### config.mk
export PLATFORM = sky130hd
export DESIGN_NAME = monitor_host
export DESIGN_NICKNAME = d
export VERILOG_FILES = /design/src/rtl/monitor_host.sv
export SDC_FILE = /design/constraint.sdc
export NUM_CORES = 1
export LEC_CHECK = 0
export ABC_AREA = 1
export BUFFER_PORTS_ARGS = -buffer_cell sky130_fd_sc_hd__buf_4
export CAP_MARGIN = 20
export CORE_UTILIZATION = 35
export DETAILED_ROUTE_END_ITERATION = 7
export GPL_ROUTABILITY_DRIVEN = 0
export PLACE_DENSITY = 0.53
export SYNTH_ARGS = -nofsm -noshare
export SYNTH_HDL_FRONTEND = slang
export SYNTH_SLANG_ARGS = --single-unit
### constraint.sdc
create_clock -name clk -period 2.2 [get_ports clk]
set_input_delay 0.66 -clock clk [delete_from_list [all_inputs] [get_ports clk]]
set_output_delay 0.66 -clock clk [all_outputs]
set_load 0.01 [all_outputs]
### src/rtl/monitor_host.sv
// monitor_host: initiator side of the serial monitor protocol.
// Sends addr_hi, addr_lo and a command byte {op, len} through a uart, waits
// for each byte to be echoed back before sending the next one, then streams
// load bytes out, collects dump bytes, or finishes straight away for EXEC.
// Optional build macro: MONITOR_HOST_ECHO_CHECK_EN compares every echo with
// the byte that was sent. Without it, echoes are awaited but not compared.
module monitor_host #(
  parameter int TIMEOUT_CYCLES = 100000
) (
  input  logic        clk,
  input  logic        rst,
  input  logic        start,
  input  logic [1:0]  op,
  input  logic [15:0] addr,
  input  logic [5:0]  len,
  output logic        busy,
  output logic        done,
  output logic        error,
  output logic [1:0]  err_code,
  output logic        ld_req,
  input  logic [7:0]  ld_byte,
  output logic [7:0]  dp_byte,
  output logic        dp_valid,
  output logic [7:0]  tx_byte,
  output logic        transmit,
  input  logic        is_transmitting,
  input  logic        received,
  input  logic [7:0]  rx_byte
);

  localparam int TW = $clog2(TIMEOUT_CYCLES + 1);
  localparam logic [TW-1:0] TMO_LAST = TW'(TIMEOUT_CYCLES - 1);

  localparam logic [1:0] OP_LOAD = 2'b01;
  localparam logic [1:0] OP_DUMP = 2'b10;
  localparam logic [1:0] OP_EXEC = 2'b11;

  localparam logic [1:0] ERR_NONE = 2'b00;
  localparam logic [1:0] ERR_ECHO = 2'b01;
  localparam logic [1:0] ERR_TMO  = 2'b10;
  localparam logic [1:0] ERR_OP   = 2'b11;

  typedef enum logic [3:0] {
    IDLE,
    HDR_TX,
    HDR_ECHO,
    LD_FETCH,
    LD_WAIT,
    LD_TX,
    LD_ECHO,
    PAD_TX,
    PAD_GUARD,
    PAD_WAIT,
    DP_RX,
    DONE
  } state_t;

  state_t          state, state_next;
  logic [1:0]      hdr_idx, hdr_idx_next;
  logic [1:0]      cur_op, cur_op_next;
  logic [15:0]     cur_addr, cur_addr_next;
  logic [7:0]      cmd, cmd_next;
  logic [5:0]      remaining, remaining_next;
  logic [7:0]      ld_data, ld_data_next;
  logic [TW-1:0]   tmo_cnt, tmo_cnt_next;

  logic            busy_next, done_next, error_next;
  logic [1:0]      err_code_next;
  logic            ld_req_next;
  logic [7:0]      dp_byte_next;
  logic            dp_valid_next;
  logic [7:0]      tx_byte_next;
  logic            transmit_next;

  logic            abort;
  logic [1:0]      abort_code;
  logic            tmo_expired;
  logic            echo_bad;
  logic [7:0]      hdr_byte;

`ifdef MONITOR_HOST_ECHO_CHECK_EN
  // tx_byte is held after each send, so it is the reference for the echo.
  assign echo_bad = (rx_byte != tx_byte);
`else
  assign echo_bad = 1'b0;
`endif

  // The wait for an rx byte gives up once the counter has run its full span.
  assign tmo_expired = (tmo_cnt == TMO_LAST);

  // Header byte selected by the header index: addr_hi, addr_lo, cmd.
  always_comb begin
    unique case (hdr_idx)
      2'd0:    hdr_byte = cur_addr[15:8];
      2'd1:    hdr_byte = cur_addr[7:0];
      default: hdr_byte = cmd;
    endcase
  end

  // Next-state and next-output logic for the protocol sequencer.
  always_comb begin
    // NOTE: every *_next gets a default first so no latch is inferred; this
    // block uses blocking assignments because it is purely combinational.
    state_next     = state;
    hdr_idx_next   = hdr_idx;
    cur_op_next    = cur_op;
    cur_addr_next  = cur_addr;
    cmd_next       = cmd;
    remaining_next = remaining;
    ld_data_next   = ld_data;
    tmo_cnt_next   = tmo_cnt;
    busy_next      = busy;
    done_next      = 1'b0;
    error_next     = error;
    err_code_next  = err_code;
    ld_req_next    = 1'b0;
    dp_byte_next   = dp_byte;
    dp_valid_next  = 1'b0;
    tx_byte_next   = tx_byte;
    transmit_next  = 1'b0;
    abort          = 1'b0;
    abort_code     = ERR_NONE;

    unique case (state)
      IDLE: begin
        if (start) begin
          if (op == 2'b00) begin
            done_next     = 1'b1;
            error_next    = 1'b1;
            err_code_next = ERR_OP;
          end else begin
            busy_next      = 1'b1;
            error_next     = 1'b0;
            err_code_next  = ERR_NONE;
            cur_op_next    = op;
            cur_addr_next  = addr;
            cmd_next       = {op, (op == OP_EXEC) ? 6'd0 : len};
            remaining_next = (op == OP_EXEC) ? 6'd0 : len;
            hdr_idx_next   = 2'd0;
            state_next     = HDR_TX;
          end
        end
      end

      HDR_TX: begin
        if (!is_transmitting) begin
          tx_byte_next  = hdr_byte;
          transmit_next = 1'b1;
          tmo_cnt_next  = '0;
          state_next    = HDR_ECHO;
        end
      end

      HDR_ECHO: begin
        if (received) begin
          tmo_cnt_next = '0;
          if (echo_bad) begin
            abort      = 1'b1;
            abort_code = ERR_ECHO;
          end else if (hdr_idx != 2'd2) begin
            hdr_idx_next = hdr_idx + 2'd1;
            state_next   = HDR_TX;
          end else begin
            unique case (cur_op)
              OP_EXEC: state_next = DONE;
              OP_LOAD: begin
                if (remaining == 6'd0) begin
                  state_next = PAD_TX;
                end else begin
                  ld_req_next = 1'b1;
                  state_next  = LD_FETCH;
                end
              end
              default: state_next = (remaining == 6'd0) ? DONE : DP_RX;
            endcase
          end
        end else if (tmo_expired) begin
          abort      = 1'b1;
          abort_code = ERR_TMO;
        end else begin
          tmo_cnt_next = tmo_cnt + 1'b1;
        end
      end

      // ld_req is high during this state; the source answers one cycle later.
      LD_FETCH: state_next = LD_WAIT;

      LD_WAIT: begin
        ld_data_next = ld_byte;
        state_next   = LD_TX;
      end

      LD_TX: begin
        if (!is_transmitting) begin
          tx_byte_next  = ld_data;
          transmit_next = 1'b1;
          tmo_cnt_next  = '0;
          state_next    = LD_ECHO;
        end
      end

      LD_ECHO: begin
        if (received) begin
          tmo_cnt_next = '0;
          if (echo_bad) begin
            abort      = 1'b1;
            abort_code = ERR_ECHO;
          end else begin
            remaining_next = remaining - 6'd1;
            if (remaining == 6'd1) begin
              state_next = DONE;
            end else begin
              ld_req_next = 1'b1;
              state_next  = LD_FETCH;
            end
          end
        end else if (tmo_expired) begin
          abort      = 1'b1;
          abort_code = ERR_TMO;
        end else begin
          tmo_cnt_next = tmo_cnt + 1'b1;
        end
      end

      // Zero-length load: the remote monitor needs one filler byte to leave
      // its load loop, and it does not echo that byte.
      PAD_TX: begin
        if (!is_transmitting) begin
          tx_byte_next  = 8'h00;
          transmit_next = 1'b1;
          tmo_cnt_next  = '0;
          state_next    = PAD_GUARD;
        end
      end

      // The uart may raise is_transmitting a cycle late, so skip one cycle.
      PAD_GUARD: state_next = PAD_WAIT;

      PAD_WAIT: begin
        if (!is_transmitting) begin
          state_next = DONE;
        end
      end

      DP_RX: begin
        if (received) begin
          tmo_cnt_next   = '0;
          dp_byte_next   = rx_byte;
          dp_valid_next  = 1'b1;
          remaining_next = remaining - 6'd1;
          if (remaining == 6'd1) begin
            state_next = DONE;
          end
        end else if (tmo_expired) begin
          abort      = 1'b1;
          abort_code = ERR_TMO;
        end else begin
          tmo_cnt_next = tmo_cnt + 1'b1;
        end
      end

      DONE: begin
        done_next  = 1'b1;
        busy_next  = 1'b0;
        state_next = IDLE;
      end

      default: state_next = IDLE;
    endcase

    // Any failure ends the operation at once; nothing more is sent.
    if (abort) begin
      state_next    = IDLE;
      done_next     = 1'b1;
      busy_next     = 1'b0;
      error_next    = 1'b1;
      err_code_next = abort_code;
    end
  end

  // State and output registers with synchronous reset.
  always_ff @(posedge clk) begin
    // NOTE: non-blocking assignments only, so every register samples the
    // pre-edge value of every other register.
    if (rst) begin
      state     <= IDLE;
      hdr_idx   <= 2'd0;
      cur_op    <= 2'b00;
      cur_addr  <= 16'h0000;
      cmd       <= 8'h00;
      remaining <= 6'd0;
      ld_data   <= 8'h00;
      tmo_cnt   <= '0;
      busy      <= 1'b0;
      done      <= 1'b0;
      error     <= 1'b0;
      err_code  <= ERR_NONE;
      ld_req    <= 1'b0;
      dp_byte   <= 8'h00;
      dp_valid  <= 1'b0;
      tx_byte   <= 8'h00;
      transmit  <= 1'b0;
    end else begin
      state     <= state_next;
      hdr_idx   <= hdr_idx_next;
      cur_op    <= cur_op_next;
      cur_addr  <= cur_addr_next;
      cmd       <= cmd_next;
      remaining <= remaining_next;
      ld_data   <= ld_data_next;
      tmo_cnt   <= tmo_cnt_next;
      busy      <= busy_next;
      done      <= done_next;
      error     <= error_next;
      err_code  <= err_code_next;
      ld_req    <= ld_req_next;
      dp_byte   <= dp_byte_next;
      dp_valid  <= dp_valid_next;
      tx_byte   <= tx_byte_next;
      transmit  <= transmit_next;
    end
  end

endmodule

* Yosys cells after proc, flatten, opt, wreduce, memory -nomap -nowiden
Cells that the tools add are included.
** Storage, ports and cells
- Bits in registers :: 87
** Operators by class
- Add/subtract/negate cells :: 3
- Eq/ne operators :: 32
- Multiplexer cells :: 64
- Bitwise logic cells :: 3
- Reduce and logical (&&, ||, !) cells :: 26
** Operator list (count)
- two-way mux 17 bit :: 3
- two-way mux 4 bit :: 12
- one-hot mux 4 bit (11 select lines) :: 1
- one-hot mux 17 bit (2 select lines) :: 1
- != test 2 bit (second input constant) :: 13
- two-way mux 6 bit :: 4
- two-way mux 8 bit :: 3
- one-hot mux 8 bit (3 select lines) :: 1
- two-way mux 2 bit :: 11
- two-way mux 1 bit :: 20
- adder 17 x 1 -> 17 bit (second input constant) :: 1
- equality test 17 bit (second input constant) :: 1
- equality test 4 x 3 -> 1 bit (second input constant) :: 4
- equality test 4 bit (second input constant) :: 4
- one-hot mux 8 bit (2 select lines) :: 1
- one-hot mux 6 bit (2 select lines) :: 1
- nonzero test 2 bit :: 6
- AND reduction 10 bit :: 1
- AND reduction 3 bit :: 3
- equality test 4 x 2 -> 1 bit (second input constant) :: 2
- one-hot mux 4 bit (2 select lines) :: 1
- AND reduction 4 bit :: 2
- OR reduction 2 bit :: 4
- equality test 6 x 1 -> 1 bit (second input constant) :: 1
- 18 further kinds :: 27

* Logic depth before layout (Yosys ltp)
- Word-level depth :: 6
- Mapped depth :: 12

* Worst setup path before layout
OpenSTA, ideal clock, no wires.
- Path type :: input to register
- From :: input port received
- To :: register tmo_cnt[12]
- Library setup time :: 0.070 ns
- Arrival time :: 1.686 ns
- Slack :: 0.444 ns
- Stages on the path :: 8
- Cells stage by stage :: inv_1 -> nand3_1 -> nor2_1 -> nand4_1 -> nand2_2 -> buf_4 -> nand2_1 -> a21oi_1
** Between the ends
- Longest elaborated chain between the ends :: 2
** Ends and longest elaborated chain
- start, declared :: RTL line 27 : input logic received,
- != test 3 bit (no source line) / two-way mux 17 bit (equally long branches)
- AND reduction 3 bit (no source line) / one-hot mux 17 bit (2 select lines) (equally long branches)
- end signal, assigned :: RTL line 311 : tmo_cnt <= tmo_cnt_next;
- end, declared :: RTL line 65 : logic [TW-1:0] tmo_cnt, tmo_cnt_next;
Parallel ways exist; a longest one is shown, timed or not.
A chain may end at the register's enable or synchronous reset.

* Final worst setup path
- From :: register state[3]
- To :: register cur_addr[12]
** Between the ends
- Longest elaborated chain between the ends :: 2
** Ends and longest elaborated chain
- start, declared :: RTL line 58 : state_t state, state_next;
- start signal, assigned :: RTL line 304 : state <= state_next;
- logical NOT 4 bit :: RTL line 124 : unique case (state)
- AND reduction 3 bit (no source line)
- end signal, assigned :: RTL line 307 : cur_addr <= cur_addr_next;
- end, declared :: RTL line 61 : logic [15:0] cur_addr, cur_addr_next;
Every way passes these cells.

==> results_dict.tcl <==
set metrics [dict create \
    status "finished with violations" \
    violations "DRC" \
    portBuffers 68 \
    grt_max_degree 53 \
    die_w_um 112 \
    io_pins 69 \
    ant_nets 0 \
    fin_skew_ns 0.00707 \
    drtPass1Iterations 6 \
    final_common_cell "nand2_1" \
    start_util_pct 36.4 \
    hp-class "reg2reg" \
    antenna_found_initial 0 \
    p_leak_nw 2.25 \
    fin_hold_ws_ns 0.462 \
    clk_latency_ns 0.34 \
    wl_per_cell_um 13.2 \
    powerDensity_nw_per_um2 1030 \
    synth_top_cell_by_area "dfxtp_1" \
    postCtsSetupBuffers 0 \
    synth_nets 697 \
    cts_tree "built" \
    coreArea_um2 11600 \
    drv_cap 0 \
    drc_errors 1 \
    crit_required_ns 2.48 \
    hold_violations 0 \
    drive_gt1_share_pct 15.6 \
    first_global_vias 4077 \
    cts_resized 0 \
    cts_buffers 9 \
    synth_warnings 0 \
    ir_worst_vdd_uv 505 \
    fin_nets 765 \
    cts.reportedPaths.clkPinSlew_ns 0.06 \
    synth_area_leaders "dfxtp_1 40%, nand2_1 13%, nor2_1 10%" \
    areaGrowthSynthToFinish_pct 22.8 \
    cp_max_fo 17 \
    grt_pass1_wl_um 19500 \
    tightest_slew_ns 0.395 \
    diodes 0 \
    wl_um 11300 \
    hold_depth 2 \
    arrival_ns 2.20 \
    startpoint_type "flop" \
    ys_seq_area_share_pct 39.7 \
    tns_ns 0 \
    die_h_um 112 \
    grt.overflow.total 0 \
    period_share_pct 87.1 \
    avgSynthCellArea_um2 6.55 \
    clk_path_buf_depth 2 \
    slew_headroom_pct 73.5 \
    htreeDepth 3 \
    endpoint_kind "flop" \
    drv_slew 0 \
    drt_iter0_markers 222 \
    fin_crit_ns 1.92 \
    synthCells 646 \
    setup_viol 0 \
    ys_types 27 \
    ys_ff_latch 84 \
    syn_area_um2 4230 \
    vias 4240 \
    core.rowCount 39 \
    cts_sinks 84 \
    hpwl_um 8510 \
    root_buffer "clkbuf_16" \
    vias_per_cell 4.92 \
    die-area_um2 12500 \
    layout_common_cells "151 x nand2_1, 117 x nor2_1, 84 x dfxtp_1" \
    cts_hold_buf 0 \
    fmax_mhz 522 \
    reg2reg_depth 8 \
    grtUsageTotal_pct 19.4 \
    synth_top_area_share_pct 39.7 \
    grt_setup_unrepaired "false" \
    crit_type "reg2reg" \
]
[per-stage QoR]
step | worst slack, ns | std cells | instance area, um^2 | utilization [%] | power [mW]
floorplan | 0.444 | 646 | 4230 | - | 3.37
global placement | 0.282 | 846 | 4910 | 42.3 | 3.95
detailed placement | 0.290 | 846 | 4910 | 42.3 | 3.97
CTS | 0.289 | 862 | 5190 | 44.7 | 5.41
global route | 0.0418 | 862 | 5190 | 44.7 | 5.79
finish | 0.283 | 862 | 5190 | 44.7 | 5.37
[routing by layer]
metal	routed length, um	global-route usage (%)	up-vias
met5	0	0	-
met4	227	8.89	0
met3	332	3.05	15
met2	5070	30.2	77
met1	5710	26.3	1899
li1	-	-	2249
[synthesized netlist by cell type]
| master | count |
|---|---|
| nor2_4 | 1 |
| clkinv_1 | 2 |
| nand4_1 | 20 |
| nand2_4 | 1 |
| a21oi_1 | 38 |
| nor3_1 | 5 |
| buf_4 | 5 |
| buf_2 | 3 |
| or2_2 | 5 |
| a21oi_4 | 2 |
| xor2_1 | 3 |
| o221ai_1 | 1 |
| nand3_1 | 60 |
| nand2_1 | 151 |
| o2111ai_1 | 2 |
| inv_2 | 3 |
| nor2_2 | 1 |
| a31oi_1 | 8 |
| inv_1 | 55 |
| nand2_2 | 3 |
| dfxtp_1 | 84 |
| o21ai_0 | 53 |
| clkbuf_1 | 15 |
| o22ai_1 | 1 |
| ha_1 | 6 |
| o21ai_2 | 1 |
| nor2_1 | 117 |
[kinds of logic (layout without fill, tap and decap cells)]
kind of cell / Yosys count / after routing / synth area share (%)
xor+xnor: 3 / 3 / 0.621
compound gates: 106 / 106 / 13.7
fa+ha+maj: 6 / 6 / 1.77
buf+inv: 83 / 156 / 7.89
flops: 84 / 84 / 39.7
simple gates: 364 / 364 / 36.3
[area by class of cell]
cell class                      count  area [um^2]
Multi-Input combinational cell    479         2220
Clock buffer                       12          256
Fill cell                        1239         6420
Inverter                           60          225
Sequential cell                    84         1680
Timing Repair Buffer               80          613
Tap cell                          143          179
Clock inverter                      4         23.8
[where the power goes]
part           leakage, nW  total, mW  switching [mW]  internal [mW]
Clock                0.142       1.44           0.617          0.823
Sequential           0.684       2.09           0.228           1.86
Combinational         1.42       1.85            1.17          0.675
[flip-flops by register name, summed over array words and instances (netlist names), 2 cells and up]
signal	count
cur_op	2
remaining	6
dp_byte	8
hdr_idx	2
tx_byte	8
cur_addr	16
state	4
tmo_cnt	17
cmd	6
ld_data	8
[critical path, cell delays in order (launching register included)]
cell	delay [ns]
dfxtp_1	0.38
nor2_1	0.26
nand2_1	0.24
inv_1	0.14
nand2_1	0.17
inv_1	0.24
buf_4	0.27
nor2_1	0.06
nor2_1	0.10
[worst paths after layout]
kind / startpoint / to / slack, ns
worst max-delay path: state[3] / cur_addr[12] / 0.28
worst min-delay path: dp_byte[4] / dp_byte[4] / 0.46
worst max register to register: state[3] / cur_addr[12] / 0.28
worst min register to register: dp_byte[4] / dp_byte[4] / 0.46
Note: power is estimated with default switching activity, not from simulation.
